`config.mk`:
```
export PLATFORM = sky130hd
export DESIGN_NAME = uart_tx_fifo_engine
export DESIGN_NICKNAME = d
export VERILOG_FILES = /design/src/rtl/uart_tx_fifo_engine.sv
export SDC_FILE = /design/constraint.sdc
export NUM_CORES = 1
export LEC_CHECK = 0
export BUFFER_PORTS_ARGS = -buffer_cell sky130_fd_sc_hd__buf_2
export CORE_MARGIN = 3
export CORE_UTILIZATION = 53
export CTS_CLUSTER_DIAMETER = 150
export DETAILED_ROUTE_END_ITERATION = 8
export GPL_ROUTABILITY_DRIVEN = 0
export GPL_TIMING_DRIVEN = 0
export PLACE_DENSITY_LB_ADDON = 0.12
export SYNTH_ARGS = -nofsm -noshare
export SYNTH_HDL_FRONTEND = slang
export SYNTH_SLANG_ARGS = --single-unit
```
`constraint.sdc`:
```
create_clock -name clk_i -period 7.1 [get_ports clk_i]
set_input_delay 2.13 -clock clk_i [delete_from_list [all_inputs] [get_ports clk_i]]
set_output_delay 2.13 -clock clk_i [all_outputs]
set_load 0.03 [all_outputs]
```
`src/rtl/uart_tx_fifo_engine.sv`:
```
// rtl/uart_tx_fifo_engine.sv - UART transmit FIFO with 8N1/8N2 baud-rate serializer
module uart_tx_fifo_engine #(
    parameter int FIFO_DEPTH = 16,
    parameter int DIV_WIDTH  = 16
) (
    input  logic                          clk_i,
    input  logic                          reset_i,
    input  logic [DIV_WIDTH-1:0]          baud_div_i,
    input  logic                          stop2_i,
    input  logic                          wr_valid_i,
    input  logic [7:0]                    wr_data_i,
    output logic                          wr_ready_o,
    output logic                          tx_o,
    output logic                          busy_o,
    output logic [$clog2(FIFO_DEPTH):0]   fifo_count_o,
    output logic                          fifo_empty_o,
    output logic                          fifo_full_o,
    output logic                          tx_done_o
);

    localparam int AW = $clog2(FIFO_DEPTH);

    typedef enum logic [1:0] {IDLE, START, DATA, STOP} state_t;

    logic [7:0]           mem [FIFO_DEPTH];
    logic [AW-1:0]        wr_ptr;
    logic [AW-1:0]        rd_ptr;
    logic [AW:0]          count;

    state_t               state;
    logic [DIV_WIDTH-1:0] baud_cnt;
    logic [DIV_WIDTH-1:0] div_q;
    logic                 stop2_q;
    logic                 stop_second;
    logic [2:0]           bit_idx;
    logic [7:0]           shreg;
    logic                 tx_q;
    logic                 done_q;

    logic push;
    logic pop;
    logic bit_end;
    logic frame_end;

    assign fifo_count_o = count;
    assign fifo_empty_o = (count == '0);
    assign fifo_full_o  = (count == (AW+1)'(FIFO_DEPTH));
    assign wr_ready_o   = !fifo_full_o;
    assign busy_o       = (state != IDLE) || !fifo_empty_o;
    assign tx_o         = tx_q;
    assign tx_done_o    = done_q;

    assign push      = wr_valid_i && !fifo_full_o;
    assign bit_end   = (baud_cnt == div_q);
    assign frame_end = (state == STOP) && bit_end && (!stop2_q || stop_second);
    // Popping at the end of a stop period chains frames with no idle gap.
    assign pop       = !fifo_empty_o && ((state == IDLE) || frame_end);

    always_ff @(posedge clk_i) begin
        if (push) begin
            mem[wr_ptr] <= wr_data_i;
        end
    end

    always_ff @(posedge clk_i) begin
        if (!reset_i) begin
            wr_ptr <= '0;
            rd_ptr <= '0;
            count  <= '0;
        end else begin
            if (push) begin
                wr_ptr <= wr_ptr + 1'b1;
            end
            if (pop) begin
                rd_ptr <= rd_ptr + 1'b1;
            end
            case ({push, pop})
                2'b10:   count <= count + 1'b1;
                2'b01:   count <= count - 1'b1;
                default: count <= count;
            endcase
        end
    end

    always_ff @(posedge clk_i) begin
        if (!reset_i) begin
            state       <= IDLE;
            baud_cnt    <= '0;
            div_q       <= '0;
            stop2_q     <= 1'b0;
            stop_second <= 1'b0;
            bit_idx     <= '0;
            shreg       <= '0;
            tx_q        <= 1'b1;
            done_q      <= 1'b0;
        end else begin
            done_q <= 1'b0;
            if (pop) begin
                // Frame parameters are frozen here for the whole frame.
                state       <= START;
                shreg       <= mem[rd_ptr];
                div_q       <= baud_div_i;
                stop2_q     <= stop2_i;
                stop_second <= 1'b0;
                bit_idx     <= '0;
                baud_cnt    <= '0;
                tx_q        <= 1'b0;
                done_q      <= frame_end;
            end else begin
                case (state)
                    IDLE: begin
                        tx_q <= 1'b1;
                    end
                    START: begin
                        if (bit_end) begin
                            state    <= DATA;
                            baud_cnt <= '0;
                            tx_q     <= shreg[0];
                        end else begin
                            baud_cnt <= baud_cnt + 1'b1;
                        end
                    end
                    DATA: begin
                        if (bit_end) begin
                            baud_cnt <= '0;
                            if (bit_idx == 3'd7) begin
                                state <= STOP;
                                tx_q  <= 1'b1;
                            end else begin
                                bit_idx <= bit_idx + 1'b1;
                                shreg   <= {1'b0, shreg[7:1]};
                                tx_q    <= shreg[1];
                            end
                        end else begin
                            baud_cnt <= baud_cnt + 1'b1;
                        end
                    end
                    STOP: begin
                        if (bit_end) begin
                            baud_cnt <= '0;
                            if (stop2_q && !stop_second) begin
                                stop_second <= 1'b1;
                            end else begin
                                state  <= IDLE;
                                done_q <= 1'b1;
                            end
                        end else begin
                            baud_cnt <= baud_cnt + 1'b1;
                        end
                    end
                    default: begin
                        state <= IDLE;
                        tx_q  <= 1'b1;
                    end
                endcase
            end
        end
    end

endmodule
```
==> metrics.cfg, run 1 <==
[clocking]
cts_sinks = 194
clockBufferDepth = 2
cts_resized = 0
cts_root_buf = clkbuf_16
h-tree-depth = 4
cts.clk_slew.worst_paths_ps = 60
cts_buffers = 17
clock_latency_ps = 430
cts_hold_buf = 0
postCtsSetupBuffers = 0
cts_tree = built

[finish]
final_cells = 795
diodes = 0
finalNetCount = 644
syn_to_final_growth_pct = 12.5
fillers = 1122
multiInputGateArea_sq_um = 2790
post_route_cells_drive_above_1_share_pct = 21.1
seqCellArea_sq_um = 5160

[synth]
syn_inst = 541
yosys-top-cells-area = edfxtp_1 (47%), dfxtp_1 (16%), mux4_2 (11%)
synth_warnings = 0
ys_seq_elements = 194
yosysSeqAreaShare_pct = 63.5
syn_avg_cell_area_sq_um = 15.0
synth_top_family_by_area = multiplexers
synth_cell_types = 51
yosys.area_share.adder_pct = 2.77
synth_xor_area_share_pct = 4.20
synth_top_area_share_pct = 47.3
synth-simple-area-share_pct = 8.77
yosys.area.top_type = edfxtp_1
synth_nets = 587
synth.cell_area_sq_um = 8130
synth-compound-area-share_pct = 3.95
synthMuxAreaShare_pct = 14.5

[place]
port_buffers = 38
dpl.hpwl_microns = 10700
placedCellCount = 763

[floorplanning]
fp.dieW_microns = 130
initial_core_util_pct = 55.1
core-area_sq_um = 14800
die-area_sq_um = 16900
ios = 39
rows = 44
die_y_microns = 130

[setup_path]
end_kind = flop
crit_buf_inv = 4
cpPeakStageDelay_ps = 330
path_cells = buf_2, and2_1, clkbuf_1, inv_1, ha_1, clkbuf_1, xor2_1, ha_1, o21a_1, o22a_1, a21oi_1, xor2_1, or3_1, a21boi_0
critPathArrivalTime_ps = 4710
r2r_slack_ps = 3330
cpLargestDelayFamily = buffers and inverters
startpoint_type = primary input
r2r_start = state[1]
slowest_stage = clkbuf_1
worstPathRequired_ps = 7450
startpoint = wr_valid_i
path_max_fanout = 9
path_class = primary input to flop

[sta]
tightestPinTransition_ps = 1330
holdWs_ps = 487
skew_ps = 11.3
drv_slew = 0
max_freq_mhz = 229
slew_headroom_pct = 10.4
finalCritPeriodShare_pct = 61.4
hold_viol = 0
final-setup-viol-count = 0
setup_tns_ps = 0
rsz0062_at_grt = false
finalCriticalPeriod_ps = 4360

[pwr]
irDropWorstVdd_v = 0.000190
p_leak_nw = 3.11
power_density_nw_per_um2 = 374

[routing]
drtAntennaViolNets = 0
drt_iter0_markers = 310
wl_microns = 15300
viasPerCell = 5.61
vias = 4460
dr.pass1.iters = 5
post-route-drc-count = 0
wl_per_cell_microns = 19.2

[global_routing]
first_global_vias = 4547
grt-ovfl-total = 0
antenna_found_initial = 0
grt_use_total_pct = 19.6
grt_pass1_wl_microns = 24400
grt_max_degree = 20

[run_status]
status = complete, no violations

[worst_hold_path]
hold_path_class = flop to flop
worstHoldStart = stop_second

[job]
cap_violations = 0

metrics by stage:
step                cell area [sq um]  setup WS [ps]  utilization (%)  power (mW)
floorplan                        8130           2660                -        2.25
global placement                 8550           2350             58.0        2.50
detailed placement               8550           2310             58.0        2.52
CTS                              9140           2750             62.0        3.46
global route                     9150           2450             62.0        3.62
finish                           9150           2740             62.0        3.42
tightest hold or removal path, cell delays in order (launching register included):
cell,delay (ps)
dfxtp_1,310
inv_1,70
a21oi_1,60
state kept, by name, summed over array words and instances, names as in the netlist, named ones only:
register / flops
tx_done_o: 1
bit_idx: 3
shreg: 8
state: 2
fifo_count_o: 5
div_q: 16
mem: 128
wr_ptr: 4
tx_o: 1
baud_cnt: 16
stop2_q: 1
stop_second: 1
rd_ptr: 4
kinds of logic (layout without fill, tap and decap cells):
| family | after synthesis | count (layout) |
|---|---|---|
| flops | 194 | 194 |
| simple gates | 132 | 132 |
| mux | 69 | 69 |
| compound gates | 51 | 51 |
| xor+xnor | 39 | 39 |
| buf+inv | 38 | 108 |
| fa+ha+maj | 18 | 18 |
Yosys cell counts, drive strengths merged:
library cell / instances
nand4b: 1
and4: 1
o21a: 1
nor2: 36
nor2b: 24
and3: 1
or4b: 1
a211o: 1
or3b: 1
nor3: 9
nor4: 3
a21oi: 17
mux4: 39
o22a: 1
clkbuf: 13
mux2i: 30
nand2b: 4
buf: 13
a311oi: 1
and2b: 1
or3: 5
xnor2: 30
ha: 18
or2: 1
a211oi: 1
a21o: 1
o31ai: 1
a21boi: 8
o21bai: 1
o22ai: 2
nand3: 6
a22oi: 1
and3b: 1
xor2: 9
nand4: 7
edfxtp: 128
nor3b: 1
nand3b: 1
dfxtp: 66
nand2: 20
and2: 8
o21ai: 15
inv: 12
routing by layer:
metal  GRT usage (%)  wire length, microns  up-vias
li1                -                     -     2131
met2            33.5                  7900      110
met4            7.76                   367        0
met3            4.95                   641       32
met1            24.1                  6380     2187
met5               0                     0        -
layout make-up:
class,count,area share (%)
flip-flops and latches,194,56.5
multi-input cells,309,30.4
clock buffers,18,4.69
well taps,184,2.52
repair buffers,38,2.08
clock inverters,14,1.75
plain buffers,26,1.57
inverters,12,0.492
layout by cell type (no fill, tap or decap), types with 5 or more instances in the layout:
master	instances
edfxtp_1	128
a21oi_1	16
xor2_1	9
nand4_1	7
nor2_1	36
and2_1	8
nor2b_1	24
buf_4	5
ha_1	18
inv_8	5
mux2i_1	30
nand3_1	6
clkbuf_1	14
nor3_1	8
a21boi_0	7
nand2_1	19
inv_1	12
clkbuf_16	17
or3_1	5
dfxtp_1	66
xnor2_1	30
mux4_2	39
buf_2	42
o21ai_0	15
path summary, 6_finish.rpt:
| check | to | cells after the start |
|---|---|---|
| max | fifo_count_o[4] | 14 |
| min | stop_second | 2 |
| max reg2reg | fifo_count_o[4] | 16 |
| min reg2reg | stop_second | 2 |
where the power goes:
group          internal (mW)  switching, mW  leakage (nW)
Clock                  0.502          0.435         0.291
Combinational          0.492          0.604          1.13
Sequential              1.31         0.0774          1.69
No activity file was read; power rests on OpenSTA's default activity.
==> run 2: changes to the inputs <==
Clock period 7.1 ns to 3.9 ns, I/O delays scaled along.
==> run 2 against run 1 <==
  * Routed wire length is 0.30% higher
  * Largest power group unchanged
  * Clock-buffer cell count did not move
  * Non-clock buffer count up 1
==> metrics.cfg, run 2 (same netlist as run 1, synthesis figures left out) <==
[sta]
finalCritPeriodShare_pct = 90.8
final-setup-viol-count = 0
max_freq_mhz = 282
setup_tns_ps = 0
rsz0062_at_grt = false
finalWorstSetupSlack_ps = 357
drv_slew = 0
finalCriticalPeriod_ps = 3540
hold_viol = 0
slew_headroom_pct = 11.2
skew_ps = 9.37
tightestPinTransition_ps = 1320

[finish]
post_route_cells_drive_above_1_share_pct = 21.9
layout_commonest_cell = edfxtp_1
largestRegisters = mem: 128 flops, baud_cnt: 16 flops, div_q: 16 flops
diodes = 0
largest-register = mem
fillers = 1121
largest_reg_flops = 128
final_cell_mix = edfxtp_1 (128), dfxtp_1 (66), buf_2 (42)
multiInputGateArea_sq_um = 2790
syn_to_final_growth_pct = 12.7
seqCellArea_sq_um = 5160
finalNetCount = 645

[routing]
drt_iter0_markers = 296
vias = 4465
top_layer = met4
viasPerCell = 5.61
drtAntennaViolNets = 0
wl_met2_microns = 7970
wl_per_cell_microns = 19.3
post-route-drc-count = 0
dr_wl_met3_microns = 672
dr.pass1.iters = 5
wl_microns = 15300
met1Wirelength_microns = 6350

[place]
port_buffers = 38
dpl.hpwl_microns = 10700
pre_cts_ws_ps = 72.8

[clocking]
cts_root_buf = clkbuf_16
cts_tree = built
cts_hold_buf = 0
clock_latency_ps = 430
cts.clk_slew.worst_paths_ps = 70
h-tree-depth = 4
cts_buffers = 17
cts_sinks = 194
clockBufferDepth = 2

[setup_path]
critPathArrivalTime_ps = 3900
cpPeakStageDelay_ps = 310
cpLargestDelayFamily = compound AO/OA/AOI/OAI gates
cp.depth = 17
end_kind = flop
path_max_fanout = 10
path_class = flop to flop
slowest_stage = dfxtp_1
worst_r2r_path_depth = 17
path_cells = buf_2, nor4_2, and2b_2, nor2b_1, a21oi_4, buf_4, inv_1, ha_1, clkbuf_2, xor2_1, ha_1, o21a_1, o22a_1, a21oi_1, xor2_1, or3_1, a21boi_0
startpoint_type = flop
r2r_slack_ps = 360
worstPathRequired_ps = 4250
crit_buf_inv = 4

[floorplanning]
ios = 39
fp.dieW_microns = 130
die_y_microns = 130
die-area_sq_um = 16900
core-area_sq_um = 14800
initial_core_util_pct = 55.1
rows = 44

[pwr]
p_leak_nw = 3.12
irDropWorstVdd_v = 0.000347
power_density_nw_per_um2 = 683

[job]
cap_violations = 0

[global_routing]
first_global_vias = 4547
grt_use_total_pct = 19.6
antenna_found_initial = 0
grt_pass1_wl_microns = 24400
grt_max_degree = 20
grt-ovfl-total = 0

[worst_hold_path]
hold_path_class = flop to flop
hold_depth = 2

[run_status]
status = complete, no violations

[run 2: worst reg2reg max path, delay by kind of cell, from the launching register on]
family | cells | cell delay (ps)
fa+ha+maj | 2 | 410
xor+xnor | 2 | 260
flops | 1 | 310
compound gates | 5 | 920
simple gates | 4 | 910
buf+inv | 4 | 650
[run 2: where the power goes]
part	leakage [nW]	internal, mW	switching, mW	total, mW
clock	0.291	0.914	0.798	1.71
sequential	1.69	2.39	0.142	2.53
combinational	1.13	0.908	1.11	2.01
[run 2: per-stage QoR]
step | total power, mW | cells | hold WS, ps | instance area (sq um) | util, %
floorplan | 4.10 | 541 | 441 | 8130 | -
global placement | 4.55 | 763 | 457 | 8550 | 58.0
detailed placement | 4.59 | 763 | 481 | 8550 | 58.0
CTS | 6.30 | 795 | 491 | 9140 | 62.0
global route | 6.61 | 796 | 527 | 9160 | 62.1
finish | 6.26 | 796 | 488 | 9160 | 62.1
[run 2: path summary, 6_finish.rpt]
check                    end            start
max          fifo_count_o[4]  fifo_count_o[1]
min                 shreg[7]         shreg[7]
max reg2reg  fifo_count_o[4]  fifo_count_o[1]
min reg2reg         shreg[7]         shreg[7]
[run 2: what timing repair did]
item                                    4_1_cts  5_1_grt
buffers inserted                              0        1
endpoints found under the setup margin        0        1
resized for setup                             0        6
[run 2: per-layer routing]
layer / vias up / global-route usage, %
met5: - / 0
li1: 2131 / -
met2: 117 / 33.5
met4: 0 / 7.76
met1: 2189 / 24.1
met3: 28 / 4.95
[run 2: final cells by class]
class	count	area share [%]
Clock inverter	14	1.75
Tap cell	184	2.51
Buffer	26	1.58
Multi-Input combinational cell	309	30.5
Clock buffer	18	4.68
Sequential cell	194	56.4
Timing Repair Buffer	39	2.16
Inverter	12	0.492
